<file path="src/rtl/trap_mux_sequencer_pkg.sv">
// trap_mux_sequencer_pkg: shared FSM state codes and valve vector type for the trap sequencer
package trap_mux_sequencer_pkg;
   typedef logic [2:0] state_t;
   localparam state_t S_IDLE    = 3'd0;
   localparam state_t S_LOAD    = 3'd1;
   localparam state_t S_FLUSH   = 3'd2;
   localparam state_t S_GAP     = 3'd3;
   localparam state_t S_RELEASE = 3'd4;
   localparam state_t S_DONE    = 3'd5;
   typedef struct packed {
      logic in_row;
      logic chain;
      logic k1;
      logic k2;
      logic m_chain;
   } air_t;
   localparam air_t AIR_CLOSED = air_t'(5'h1f);
endpackage

</file>
<file path="src/rtl/trap_lane_pick.sv">
// trap_lane_pick: combinational lowest-set-bit finder over the latched lane mask
module trap_lane_pick #(
   parameter int N_CH  = 8,
   parameter int IDX_W = 3
) (
   input  logic [N_CH-1:0]  mask,
   output logic [IDX_W-1:0] idx,
   output logic             found
);
   // scan from the top so the lowest set bit is the last to win
   always_comb begin
      idx   = '0;
      found = |mask;
      for (int i = N_CH - 1; i >= 0; i--)
         if (mask[i]) idx = IDX_W'(i);
   end
endmodule

</file>
<file path="src/rtl/trap_mux_sequencer.sv">
// trap_mux_sequencer: start/abort driven LOAD-FLUSH-RELEASE valve sequencer with registered outputs
module trap_mux_sequencer
   import trap_mux_sequencer_pkg::*;
#(
   parameter int N_CH      = 8,
   parameter int CNT_W     = 16,
   parameter int LOAD_CYC  = 100,
   parameter int FLUSH_CYC = 50,
   parameter int REL_CYC   = 80,
   localparam int IDX_W    = N_CH > 1 ? $clog2(N_CH) : 1
) (
   input  logic             clk,
   input  logic             rst,
   input  logic             start,
   input  logic             abort,
   input  logic [N_CH-1:0]  ch_mask,
   output logic             busy,
   output logic             done,
   output logic [IDX_W-1:0] ch_idx,
   output logic             air_in_row,
   output logic             air_chain,
   output logic             air_k1,
   output logic             air_k2,
   output logic             air_m_chain,
   output logic [N_CH-1:0]  air_rel
);
   localparam logic [CNT_W-1:0] LOAD_END  = CNT_W'(LOAD_CYC - 1);
   localparam logic [CNT_W-1:0] FLUSH_END = CNT_W'(FLUSH_CYC - 1);
   localparam logic [CNT_W-1:0] REL_END   = CNT_W'(REL_CYC - 1);
   state_t state_q, state_d;
   logic [CNT_W-1:0] timer_q, timer_d;
   logic [N_CH-1:0] mask_q, mask_d, rel_q, rel_d;
   logic [IDX_W-1:0] lane_q, lane_d, idx_q, idx_d, pick_idx;
   logic pick_found, busy_q, busy_d, done_q, done_d;
   air_t air_q, air_d;
   trap_lane_pick #(.N_CH(N_CH), .IDX_W(IDX_W)) u_pick (
      .mask  (mask_q),
      .idx   (pick_idx),
      .found (pick_found)
   );
   // phase sequencing: timer restarts on every phase entry, abort overrides everything
   always_comb begin
      state_d = state_q;
      timer_d = timer_q + 1'b1;
      mask_d  = mask_q;
      lane_d  = lane_q;
      case (state_q)
         S_IDLE: begin
            timer_d = '0;
            if (start) begin
               state_d = S_LOAD;
               mask_d  = ch_mask;
            end
         end
         S_LOAD: if (timer_q == LOAD_END) begin
            state_d = S_FLUSH;
            timer_d = '0;
         end
         S_FLUSH: if (timer_q == FLUSH_END) begin
            state_d = S_GAP;
            timer_d = '0;
         end
         S_GAP: begin
            timer_d = '0;
            state_d = pick_found ? S_RELEASE : S_DONE;
            lane_d  = pick_idx;
         end
         S_RELEASE: if (timer_q == REL_END) begin
            state_d = S_GAP;
            timer_d = '0;
            mask_d  = mask_q & ~(N_CH'(1) << lane_q);
         end
         default: begin
            state_d = S_IDLE;
            timer_d = '0;
         end
      endcase
      if (abort && state_q != S_IDLE) begin
         state_d = S_IDLE;
         timer_d = '0;
      end
   end
   // outputs decoded from the next state so they register alongside it
   always_comb begin
      busy_d = state_d != S_IDLE;
      done_d = state_d == S_DONE;
      air_d  = '{state_d != S_LOAD, state_d != S_FLUSH, state_d != S_FLUSH,
                 state_d != S_RELEASE, state_d != S_RELEASE};
      rel_d  = state_d == S_RELEASE ? ~(N_CH'(1) << lane_d) : '1;
      idx_d  = state_d == S_RELEASE ? lane_d : '0;
   end
   // state and output registers, reset to the all-closed safe state
   always_ff @(posedge clk) begin
      if (rst) begin
         state_q <= S_IDLE;
         timer_q <= '0;
         mask_q  <= '0;
         lane_q  <= '0;
         busy_q  <= 1'b0;
         done_q  <= 1'b0;
         air_q   <= AIR_CLOSED;
         rel_q   <= '1;
         idx_q   <= '0;
      end else begin
         state_q <= state_d;
         timer_q <= timer_d;
         mask_q  <= mask_d;
         lane_q  <= lane_d;
         busy_q  <= busy_d;
         done_q  <= done_d;
         air_q   <= air_d;
         rel_q   <= rel_d;
         idx_q   <= idx_d;
      end
   end
   assign busy        = busy_q;
   assign done        = done_q;
   assign ch_idx      = idx_q;
   assign air_in_row  = air_q.in_row;
   assign air_chain   = air_q.chain;
   assign air_k1      = air_q.k1;
   assign air_k2      = air_q.k2;
   assign air_m_chain = air_q.m_chain;
   assign air_rel     = rel_q;
endmodule

</file>
<file path="config.mk">
export PLATFORM = sky130hd
export DESIGN_NAME = trap_mux_sequencer
export DESIGN_NICKNAME = d
export VERILOG_FILES = /design/src/rtl/trap_mux_sequencer_pkg.sv /design/src/rtl/trap_lane_pick.sv /design/src/rtl/trap_mux_sequencer.sv
export SDC_FILE = /design/constraint.sdc
export NUM_CORES = 1
export LEC_CHECK = 0
export ABC_AREA = 1
export CAP_MARGIN = 20
export CORE_AREA = 2 2 76 107
export CTS_CLUSTER_SIZE = 25
export DETAILED_ROUTE_END_ITERATION = 16
export DIE_AREA = 0 0 78 109
export PLACE_DENSITY_LB_ADDON = 0.15
export SYNTH_ARGS = -nofsm -noshare
export SYNTH_HDL_FRONTEND = slang
export SYNTH_SLANG_ARGS = --single-unit
</file>
<file path="constraint.sdc">
create_clock -name clk -period 2.2 [get_ports clk]
set_input_delay 0.33 -clock clk [delete_from_list [all_inputs] [get_ports clk]]
set_output_delay 0.33 -clock clk [all_outputs]
set_load 0.01 [all_outputs]
</file>
==> metrics.csv, run 1 <==
stage,metric,value,unit
synthesis,YS warnings,0,
synthesis,ys flop type,dfxtp_1,
floorplanning,Die Span X,78,um
power,leakage,1.10,nW
sta,clk_skew,0.0129,ns
global_routing,initial antenna violation count,0,
placed_design,gpl congestion,0.790,
floorplanning,die area,8500,um^2
power,Peak supply drop,0.226,mV
synthesis,#FFs+latches synth,46,
floorplanning,I/O pins,30,
clock_network,CTS sink count,46,
critical_path,crit path launch type,register,
synthesis,largest family of logic cells by synthesized area,simple AND/OR/NAND/NOR gates,
routing,post-route ant nets,0,
critical_path,CP required,2.39,ns
clock_network,# Post-CTS Setup Buffers,0,
routing,WL final,5010,um
global_routing,number of global-route vias before repair,1907,
sta,Final period util,82.9,%
clock_network,Worst-path clk slew,0.09,ns
synthesis,Yosys top cell area share,41.9,%
power,Flop pwr share,55.8,%
routing,via count,1935,
critical_path,crit-path most repeated cell,nor2_1,
synthesis,fraction of registers with async set or reset after synthesis,0,%
synthesis,multiplexer area fraction after synthesis,0,%
layout,share of cells above drive strength 1,10.1,%
power,switching share of total power,26.3,%
critical_path,Crit. End Element,register,
floorplanning,core area,7610,um^2
layout,Area Growth Syn to Fin,21.9,%
global_routing,first-pass GRT wire length,8540,um
global_routing,Tot GR Track Use,12.8,%
power,Clk pwr share,35.3,%
layout,nets@finish,348,
sta,final setup vio count,0,
placed_design,dpl cell area,2580,um^2
sta,Hold Fails Final Rpt,0,
layout,Finished Cell Area,2680,um^2
synthesis,Synth Cell Area,2200,um^2
placed_design,PortBufs,29,
outcome,run status,"finished, final reports clean",
layout,fill cell count,874,
synthesis,Synth Area in Compound Gates,8.55,%
routing,Remaining DRCs,0,
power,Comb pwr share,8.8,%
critical_path,critical path class,register to register,
synthesis,Synth area leaders,"dfxtp_1 (42%), nand2_1 (11%), nor2_1 (8.0%)",
power,Sw Pwr,0.000406,W
synthesis,Yosys cell types,35,
sta,Worst Tran Pin Value,0.391,ns
synthesis,"Seq/Total Area, Yosys",41.9,%
floorplanning,Initial Util,28.9,%
placed_design,Final HPWL DP,3920,um
sta,max_slew headroom,73.9,%
critical_path,Critical Path Max Stage Delay,0.39,ns
floorplanning,die outline height,109,um
synthesis,Synth Area in Adders,1.14,%
clock_network,CTS tree,built,
routing,average wire per cell in the routed design,11.5,um
clock_network,clock buffer count from CTS,5,
clock_network,Post-CTS Resized,0,
layout,Ant. Diodes,0,
synthesis,Syn Nets,316,
global_routing,met1 Use GR,13.1,%
clock_network,clk buf depth,2,
clock_network,Root Buffer Master,clkbuf_8,
sta,setup tns final,0,ns
critical_path,slowest cell on the critical path,dfxtp_1,
synthesis,Post-Synthesis Cells,302,
hold_path,HP Class,register to register,
sta,RSZ-0062 raised after global routing,false,
global_routing,largest net degree at the start of global routing,17,
critical_path,"Max FO, Critical Path",4,
routing,Iteration-0 DRC Markers,95,
clock_network,"Clk Latency, worst-skew pair",0.31,ns
sta,Max Slew Vio Count,0,
sta,final hold slack,0.464,ns
global_routing,met3 Resource Use GR,2.65,%
synthesis,"EDFF count, synth",0,
layout,"commonest non-fill, non-tap cell in the layout",nand2_1,
routing,1st-pass router iterations,4,
layout,Final Non-Filler Cells,435,
sta,Fmax,548,MHz
global_routing,met2 Use GR,25.3,%
sta,post-layout min period,1.82,ns
critical_path,CP Cell Sequence,"ha_1, nand3_1, inv_1, nand2_1, nor2_1, nand2_1, nor2_1, xnor2_1, nor2_1",
global_routing,total gr overflow,0,
job,max cap viols,0,
synthesis,largest area contributor in the netlist,dfxtp_1,
floorplanning,row cnt,38,
placed_design,dpl cells,427,
clock_network,cts hold-fix bufs,0,
critical_path,"Arr. time, crit path",2.01,ns
synthesis,Simple-Gate Fraction of Synth Area,36.5,%
clock_network,H-Tree Depth,2,
power,PwrDens,575,nW/um^2
layout,most frequent cells in the layout,"nand2_1 (67), nor2_1 (47), dfxtp_1 (46), inv_1 (42), clkdlybuf4s50_1 (29)",
power,Internal,0.00113,W
global_routing,busiest grt layer,met2,
synthesis,Mean Syn Cell Area,7.27,um^2
routing,routed vias/inst,4.45,
synthesis,xor/xnor share of the synthesized area,1.99,%
## flip-flops by register name (all words and copies together), names as in the netlist, 3 cells and up
name	count
timer_q	16
air_rel	8
mask_q	8
ch_idx	3
lane_q	3
state_q	3
## cell usage after synthesis, types with 2 or more instances
cell	count
buf_4	3
xnor2_1	3
or2_2	2
or2_1	2
nand3_1	12
nand4_1	16
nor3_1	7
dfxtp_1	46
inv_2	5
o21ai_0	4
nand2_1	67
inv_1	42
o31ai_1	8
xor2_1	2
a21oi_1	10
nor2_4	2
nand2_2	6
nor2_1	47
ha_1	2
## worst max-delay path, delay by kind of cell (launching register included)
kind / cells / cell delay [ns]
adder cells (fa/ha/maj): 1 / 0.23
XOR/XNOR: 1 / 0.14
flip-flops: 1 / 0.39
AND/OR/NAND/NOR: 6 / 0.80
buffers and inverters: 1 / 0.16
## final timing paths
check,start,end,slack [ns],cells past startpoint
worst max register to register,timer_q[0]$_SDFF_PP0_,timer_q[14]$_SDFF_PP0_,0.38,9
worst min register to register,mask_q[4]$_SDFFE_PP0P_,mask_q[4]$_SDFFE_PP0P_,0.46,2
worst min-delay path,mask_q[4]$_SDFFE_PP0P_,mask_q[4]$_SDFFE_PP0P_,0.46,2
worst max-delay path,timer_q[0]$_SDFF_PP0_,timer_q[14]$_SDFF_PP0_,0.38,9
## power groups by stage
stage	Sequential [W]	Combinational, W	Clock [W]
6_report	0.000859	0.000136	0.000544
5_1_grt	0.000862	0.000154	0.000607
4_1_cts	0.000859	0.000139	0.000576
3_5_place_dp	0.000879	0.000138	0
3_3_place_gp	0.000878	0.000138	0
2_1_floorplan	0.000878	0.0000853	0
## logic make-up (layout without fill, tap and decap cells)
kind of cell,after synthesis,in the layout
buffers and inverters,53,86
xor gates and xnor gates,5,5
adders and majority gates,2,2
AOI/OAI and AO/OA,28,28
DFF,46,46
and+or+nand+nor,168,168
## layer usage
layer  vias up  share of wire, %  wire length [um]
li1       1021                 -                 -
met1       882                41              2060
met2        23                55              2740
met3         9               2.4               118
met4         0               1.8                90
met5         -                 0                 0
## through the flow
stage | util [%] | total power [W] | worst slack [ns]
after floorplan | - | 0.000964 | 0.707
after global placement | 34.0 | 0.00102 | 0.338
after detailed placement | 34.0 | 0.00102 | 0.378
after CTS | 35.2 | 0.00157 | 0.341
after global routing | 35.2 | 0.00162 | 0.138
final | 35.2 | 0.00154 | 0.376
## layout make-up
cell class / count / area (um^2) / share of cell area (%)
Clock inverter: 3 / 23.8 / 0.888
Timing Repair Buffer: 31 / 305 / 11.4
Inverter: 47 / 176 / 6.59
Tap cell: 100 / 125 / 4.67
Clock buffer: 5 / 68.8 / 2.57
Sequential cell: 46 / 921 / 34.4
Multi-Input combinational cell: 203 / 1060 / 39.5
Note: power is estimated with default switching activity, not from simulation.
==> inputs of run 2 (changes only) <==
==> constraint.sdc (replaced) <==
create_clock -name clk -period 1.5 [get_ports clk]
set_input_delay 0.225 -clock clk [delete_from_list [all_inputs] [get_ports clk]]
set_output_delay 0.225 -clock clk [all_outputs]
set_load 0.01 [all_outputs]
==> metrics.csv, run 2 (synthesis gave the netlist of run 1 again) <==
stage,metric,value,unit,change
outcome,run status,"complete, but fails checks",,"was finished, final reports clean"
outcome,failing checks,setup timing,,
placed_design,Setup WS pre-CTS,-0.128,ns,was 0.378 ns
power,Clk pwr share,34.7,%,was 35.3%
power,Flop pwr share,53.6,%,was 55.8%
sta,Max Slew Vio Count,0,,unchanged
sta,max_slew headroom,78.6,%,was 73.9%
sta,Fmax,645,MHz,was 548 MHz
routing,post-route ant nets,0,,unchanged
sta,clk_skew,0.00401,ns,was 0.0129 ns
critical_path,CP required,1.75,ns,was 2.39 ns
layout,max reg flops,16,,unchanged
layout,register bank with the most flops,timer_q,,unchanged
power,total power draw,0.00235,W,was 0.00154 W
clock_network,Worst-path clk slew,0.09,ns,about the same
layout,fill cell count,807,,was 874
layout,Finished Cell Area,3140,um^2,was 2680 um^2
clock_network,cts hold-fix bufs,0,,unchanged
hold_path,hold path cells,2,,unchanged
clock_network,"Clk Latency, worst-skew pair",0.30,ns,was 0.31 ns
power,leakage,1.36,nW,was 1.10 nW
layout,nets@finish,391,,was 348
routing,routed vias/inst,4.36,,was 4.45
power,PwrDens,750,nW/um^2,was 575 nW/um^2
routing,average wire per cell in the routed design,11.4,um,was 11.5 um
layout,Final Non-Filler Cells,478,,was 435
routing,via count,2086,,was 1935
critical_path,R2R depth,10,,was 9
global_routing,largest net degree at the start of global routing,18,,was 17
layout,Ant. Diodes,0,,unchanged
floorplanning,die outline height,109,um,unchanged
placed_design,gpl congestion,0.813,,was 0.790
sta,Hold Fails Final Rpt,0,,unchanged
routing,WL final,5470,um,was 5010 um
routing,Remaining DRCs,0,,unchanged
placed_design,PortBufs,29,,unchanged
floorplanning,core area,7610,um^2,unchanged
placed_design,dpl cells,468,,was 427
floorplanning,Die Span X,78,um,unchanged
sta,RSZ-0062 raised after global routing,true,,was false
global_routing,number of global-route vias before repair,2086,,was 1907
critical_path,crit path launch type,register,,unchanged
critical_path,crit path from,timer_q[0]$_SDFF_PP0_,,unchanged
critical_path,"Max FO, Critical Path",3,,was 4
hold_path,Worst Min Path Start,mask_q[5]$_SDFFE_PP0P_,,was mask_q[4]$_SDFFE_PP0P_
power,Peak supply drop,0.448,mV,was 0.226 mV
power,switching share of total power,26.4,%,was 26.3%
layout,"commonest non-fill, non-tap cell in the layout",nand2_1,,unchanged
sta,Final WS setup,-0.0504,ns,was 0.376 ns
global_routing,Tot GR Track Use,13.7,%,was 12.8%
placed_design,Final HPWL DP,4330,um,was 3920 um
critical_path,R2R Path End,busy$_SDFF_PP0_,,was timer_q[14]$_SDFF_PP0_
clock_network,CTS sink count,46,,unchanged
hold_path,HP Class,register to register,,unchanged
power,Internal,0.00173,W,was 0.00113 W
layout,share of cells above drive strength 1,25.9,%,was 10.1%
clock_network,clock buffer count from CTS,5,,unchanged
sta,post-layout min period,1.55,ns,was 1.82 ns
floorplanning,Initial Util,28.9,%,unchanged
clock_network,Root Buffer Master,clkbuf_8,,unchanged
power,Sw Pwr,0.000622,W,was 0.000406 W
hold_path,WHS Endpoint,mask_q[5]$_SDFFE_PP0P_,,was mask_q[4]$_SDFFE_PP0P_
critical_path,"Arr. time, crit path",1.80,ns,was 2.01 ns
job,max cap viols,0,,unchanged
routing,Iteration-0 DRC Markers,71,,was 95
floorplanning,row cnt,38,,unchanged
placed_design,dpl cell area,2920,um^2,was 2580 um^2
critical_path,launching point of the worst reg2reg path,timer_q[0]$_SDFF_PP0_,,unchanged
critical_path,Crit. End Element,register,,unchanged
layout,Area Growth Syn to Fin,43.0,%,was 21.9%
sta,Worst Tran Pin Value,0.318,ns,was 0.391 ns
clock_network,CTS tree,built,,unchanged
global_routing,first-pass GRT wire length,9090,um,was 8540 um
global_routing,total gr overflow,0,,unchanged
clock_network,H-Tree Depth,2,,unchanged
power,Comb pwr share,11.7,%,was 8.8%
sta,Final period util,103,%,was 82.9%
clock_network,clk buf depth,2,,unchanged
routing,1st-pass router iterations,4,,unchanged
layout,most frequent cells in the layout,"nand2_1 (66), nor2_1 (41), inv_1 (40), buf_4 (40), dfxtp_1 (38)",,"was nand2_1 (67), nor2_1 (47), dfxtp_1 (46), inv_1 (42), clkdlybuf4s50_1 (29)"
critical_path,Worst R2R Setup Slack,-0.05,ns,was 0.38 ns
sta,final setup vio count,9,,was 0
global_routing,initial antenna violation count,0,,unchanged
floorplanning,I/O pins,30,,unchanged
critical_path,critical path class,register to register,,unchanged
floorplanning,die area,8500,um^2,unchanged
-- run 2: cell types whose count changed in the layout (fill, tap and decap cells not counted), moves of 3 or more --
cell / previous run / this run
dfxtp_2: 0 / 8
dfxtp_1: 46 / 38
nor2_2: 0 / 6
nand2_4: 1 / 4
nor2_1: 47 / 41
buf_4: 2 / 40
-- run 2: layout make-up --
| cell class | instances | area [um^2] | area share [%] |
|---|---|---|---|
| sequential | 46 | 931 | 29.6 |
| timing repair buffer | 74 | 678 | 21.6 |
| clock buffer | 5 | 68.8 | 2.19 |
| inverter | 47 | 176 | 5.62 |
| tap | 100 | 125 | 3.98 |
| multi-input combinational | 203 | 1130 | 36.1 |
| clock inverter | 3 | 28.8 | 0.916 |
-- run 2: what timing repair did --
action,in CTS,in global routing
buffers inserted,1,0
resized for setup,15,15
pin swaps,6,2
cloned,0,1
endpoints found under the setup margin,34,43
hold endpoints to repair,0,0
-- run 2: power groups by stage --
stage | sequential [W] | combinational [W] | clock, W
6_report | 0.00126 | 0.000276 | 0.000817
5_1_grt | 0.00126 | 0.000310 | 0.000917
4_1_cts | 0.00126 | 0.000264 | 0.000872
3_5_place_dp | 0.00129 | 0.000254 | 0
3_3_place_gp | 0.00129 | 0.000253 | 0
2_1_floorplan | 0.00129 | 0.000125 | 0
-- run 2: metal layers --
layer  track usage (%)  part of all wire [%]  up-vias
met1              12.8                    38      943
met2              28.6                    58       22
met4              5.64                   2.3        0
met5                 0                     0        -
li1                  -                     -     1112
met3              2.40                   2.0        9
-- run 2: worst max-delay path: stages, from the launching register on --
cell and delay (ns):
dfxtp_2 0.37, ha_4 0.15, nand2_1 0.05, inv_1 0.05
nand2_1 0.05, nor2_1 0.08, nand2_1 0.07, buf_4 0.13
o211ai_1 0.26, nand3_1 0.18, nand3_1 0.12
-- run 2: worst max path at each step --
stage,endpoint,slack (ns),depth (start not counted)
floorplan,air_rel[1]$_SDFF_PP1_,0.007,12
global placement,air_rel[6]$_SDFF_PP1_,-0.11,12
detailed placement,air_rel[6]$_SDFF_PP1_,-0.13,12
CTS,busy$_SDFF_PP0_,-0.04,10
global route,air_rel[2]$_SDFF_PP1_,-0.17,12
finish,busy$_SDFF_PP0_,-0.05,10
-- run 2: stage by stage --
stage               hold WS [ns]  setup TNS (ns)  util (%)
finish                     0.469         -0.0936      41.3
floorplan                  0.294               0         -
detailed placement         0.461           -1.74      38.4
global placement           0.451           -1.64      38.4
CTS                        0.476          -0.108      40.4
global route               0.487           -2.85      41.3
==> inputs of run 3 (changes only) <==
--- a/config.mk
+++ b/config.mk
@@ -12,6 +12,7 @@
 export DETAILED_ROUTE_END_ITERATION = 16
 export DIE_AREA = 0 0 78 109
 export PLACE_DENSITY_LB_ADDON = 0.15
+export SLEW_MARGIN = 20
 export SYNTH_ARGS = -nofsm -noshare
 export SYNTH_HDL_FRONTEND = slang
 export SYNTH_SLANG_ARGS = --single-unit
==> constraint.sdc (replaced) <==
create_clock -name clk -period 1.5 [get_ports clk]
set_input_delay 0.225 -clock clk [delete_from_list [all_inputs] [get_ports clk]]
set_output_delay 0.225 -clock clk [all_outputs]
set_load 0.02 [all_outputs]
==> metrics.csv, run 3 (synthesis gave the netlist of run 1 again) <==
stage,metric,value,unit,change
critical_path,"Max FO, Critical Path",3,,unchanged
critical_path,crit path launch type,register,,unchanged
critical_path,critical path class,register to register,,unchanged
floorplanning,I/O pins,30,,unchanged
floorplanning,die area,8500,um^2,unchanged
global_routing,number of global-route vias before repair,2084,,was 2086
floorplanning,die outline height,109,um,unchanged
outcome,run status,"complete, but fails checks",,unchanged
floorplanning,Die Span X,78,um,unchanged
routing,Iteration-0 DRC Markers,69,,was 71
routing,post-route ant nets,0,,unchanged
routing,routed vias/inst,4.36,,about the same
placed_design,Setup WS pre-CTS,-0.128,ns,unchanged
global_routing,initial antenna violation count,0,,unchanged
critical_path,crit path from,timer_q[0]$_SDFF_PP0_,,unchanged
power,Internal,0.00173,W,about the same
power,switching share of total power,26.5,%,was 26.4%
sta,post-layout min period,1.55,ns,about the same
floorplanning,row cnt,38,,unchanged
layout,Area Growth Syn to Fin,43.8,%,was 43.0%
sta,RSZ-0062 raised after global routing,true,,unchanged
placed_design,gpl congestion,0.813,,unchanged
clock_network,Root Buffer Master,clkbuf_8,,unchanged
power,Clk pwr share,34.7,%,about the same
clock_network,H-Tree Depth,2,,unchanged
layout,"commonest non-fill, non-tap cell in the layout",nand2_1,,unchanged
layout,register bank with the most flops,timer_q,,unchanged
clock_network,cts hold-fix bufs,0,,unchanged
layout,share of cells above drive strength 1,25.9,%,unchanged
global_routing,first-pass GRT wire length,9070,um,was 9090 um
layout,nets@finish,391,,unchanged
critical_path,R2R Path End,busy$_SDFF_PP0_,,unchanged
hold_path,Worst Min Path Start,mask_q[5]$_SDFFE_PP0P_,,unchanged
layout,most frequent cells in the layout,"nand2_1 (66), nor2_1 (41), inv_1 (40), buf_4 (40), dfxtp_1 (38)",,unchanged
routing,average wire per cell in the routed design,11.5,um,was 11.4 um
clock_network,CTS tree,built,,unchanged
routing,Remaining DRCs,0,,unchanged
sta,Worst Tran Pin Value,0.318,ns,unchanged
critical_path,Worst R2R Setup Slack,-0.05,ns,about the same
placed_design,dpl cell area,2920,um^2,unchanged
sta,Fmax,645,MHz,about the same
global_routing,largest net degree at the start of global routing,18,,unchanged
routing,1st-pass router iterations,4,,unchanged
critical_path,launching point of the worst reg2reg path,timer_q[0]$_SDFF_PP0_,,unchanged
sta,Hold Fails Final Rpt,0,,unchanged
clock_network,clk buf depth,2,,unchanged
critical_path,worst setup path endpoint,busy$_SDFF_PP0_,,unchanged
sta,max_slew headroom,78.6,%,unchanged
floorplanning,Initial Util,28.9,%,unchanged
critical_path,Crit. End Element,register,,unchanged
floorplanning,core area,7610,um^2,unchanged
power,leakage,1.35,nW,was 1.36 nW
routing,via count,2085,,was 2086
clock_network,CTS sink count,46,,unchanged
global_routing,total gr overflow,0,,unchanged
sta,Final WS setup,-0.0509,ns,was -0.0504 ns
placed_design,PortBufs,29,,unchanged
critical_path,CP required,1.75,ns,about the same
placed_design,Final HPWL DP,4330,um,unchanged
critical_path,R2R depth,10,,unchanged
power,Peak supply drop,0.448,mV,about the same
layout,Ant. Diodes,0,,unchanged
outcome,failing checks,setup timing,,unchanged
job,max cap viols,0,,unchanged
clock_network,Worst-path clk slew,0.10,ns,was 0.09 ns
power,PwrDens,747,nW/um^2,was 750 nW/um^2
power,Sw Pwr,0.000626,W,was 0.000622 W
layout,max reg flops,16,,unchanged
power,Comb pwr share,11.9,%,was 11.7%
layout,Finished Cell Area,3160,um^2,was 3140 um^2
sta,final setup vio count,9,,unchanged
routing,WL final,5480,um,was 5470 um
hold_path,HP Class,register to register,,unchanged
power,Flop pwr share,53.5,%,was 53.6%
sta,clk_skew,0.00438,ns,was 0.00401 ns
layout,fill cell count,807,,unchanged
clock_network,clock buffer count from CTS,5,,unchanged
global_routing,Tot GR Track Use,13.7,%,about the same
sta,Final period util,103,%,about the same
clock_network,"Clk Latency, worst-skew pair",0.30,ns,about the same
sta,Max Slew Vio Count,0,,unchanged
critical_path,"Arr. time, crit path",1.80,ns,about the same
[run 3: how the worst min path moves through the flow]
stage,to,slack (ns),cells after the start
5_1_grt,mask_q[5]$_SDFFE_PP0P_,0.49,2
3_5_place_dp,mask_q[5]$_SDFFE_PP0P_,0.46,2
4_1_cts,mask_q[5]$_SDFFE_PP0P_,0.48,2
6_report,mask_q[5]$_SDFFE_PP0P_,0.47,2
2_1_floorplan,mask_q[0]$_SDFFE_PP0P_,0.29,1
3_3_place_gp,mask_q[4]$_SDFFE_PP0P_,0.45,2
[run 3: layout make-up]
class / count / area, um^2 / share of cell area [%]
Clock buffer: 5 / 68.8 / 2.18
Clock inverter: 3 / 28.8 / 0.912
Inverter: 47 / 176 / 5.59
Multi-Input combinational cell: 203 / 1130 / 35.9
Sequential cell: 46 / 931 / 29.5
Tap cell: 100 / 125 / 3.96
Timing Repair Buffer: 74 / 694 / 22.0
[run 3: timing repair]
item / CTS / global route
setup buffers: 1 / 0
pin swaps: 6 / 2
endpoints found under the hold margin: 0 / 0
endpoints found under the setup margin: 35 / 50
resized for setup: 16 / 22
cloned: 0 / 1
[run 3: power groups by stage]
| stage | logic [W] | registers [W] | clock network, W |
|---|---|---|---|
| 3_3_place_gp | 0.000257 | 0.00129 | 0 |
| 3_5_place_dp | 0.000258 | 0.00129 | 0 |
| 2_1_floorplan | 0.000125 | 0.00129 | 0 |
| 4_1_cts | 0.000268 | 0.00126 | 0.000872 |
| 5_1_grt | 0.000314 | 0.00126 | 0.000917 |
| 6_report | 0.000280 | 0.00126 | 0.000818 |
[run 3: metal layers]
metal / share of wire [%] / track usage, % / vias to the layer above
met3: 1.9 / 2.32 / 11
met4: 2.5 / 5.64 / 0
li1: - / - / 1111
met2: 58 / 28.6 / 24
met1: 37 / 12.8 / 939
met5: 0 / 0 / -
[run 3: worst max-delay path: stages (launching register included)]
cell	delay, ns
dfxtp_2	0.37
ha_4	0.15
nand2_1	0.05
inv_1	0.05
nand2_1	0.05
nor2_1	0.08
nand2_1	0.07
buf_4	0.13
o211ai_1	0.26
nand3_1	0.18
nand3_1	0.12
[run 3: through the flow]
step                      hold slack [ns]  power (W)  util (%)  setup TNS (ns)  instances
after floorplan                     0.294    0.00142         -               0        302
after global placement              0.451    0.00154      38.4           -1.64        468
after detailed placement            0.461    0.00155      38.4           -1.74        468
after CTS                           0.476    0.00240      40.3          -0.108        477
after global routing                0.487    0.00250      41.5           -2.85        478
final                               0.469    0.00236      41.5         -0.0988        478
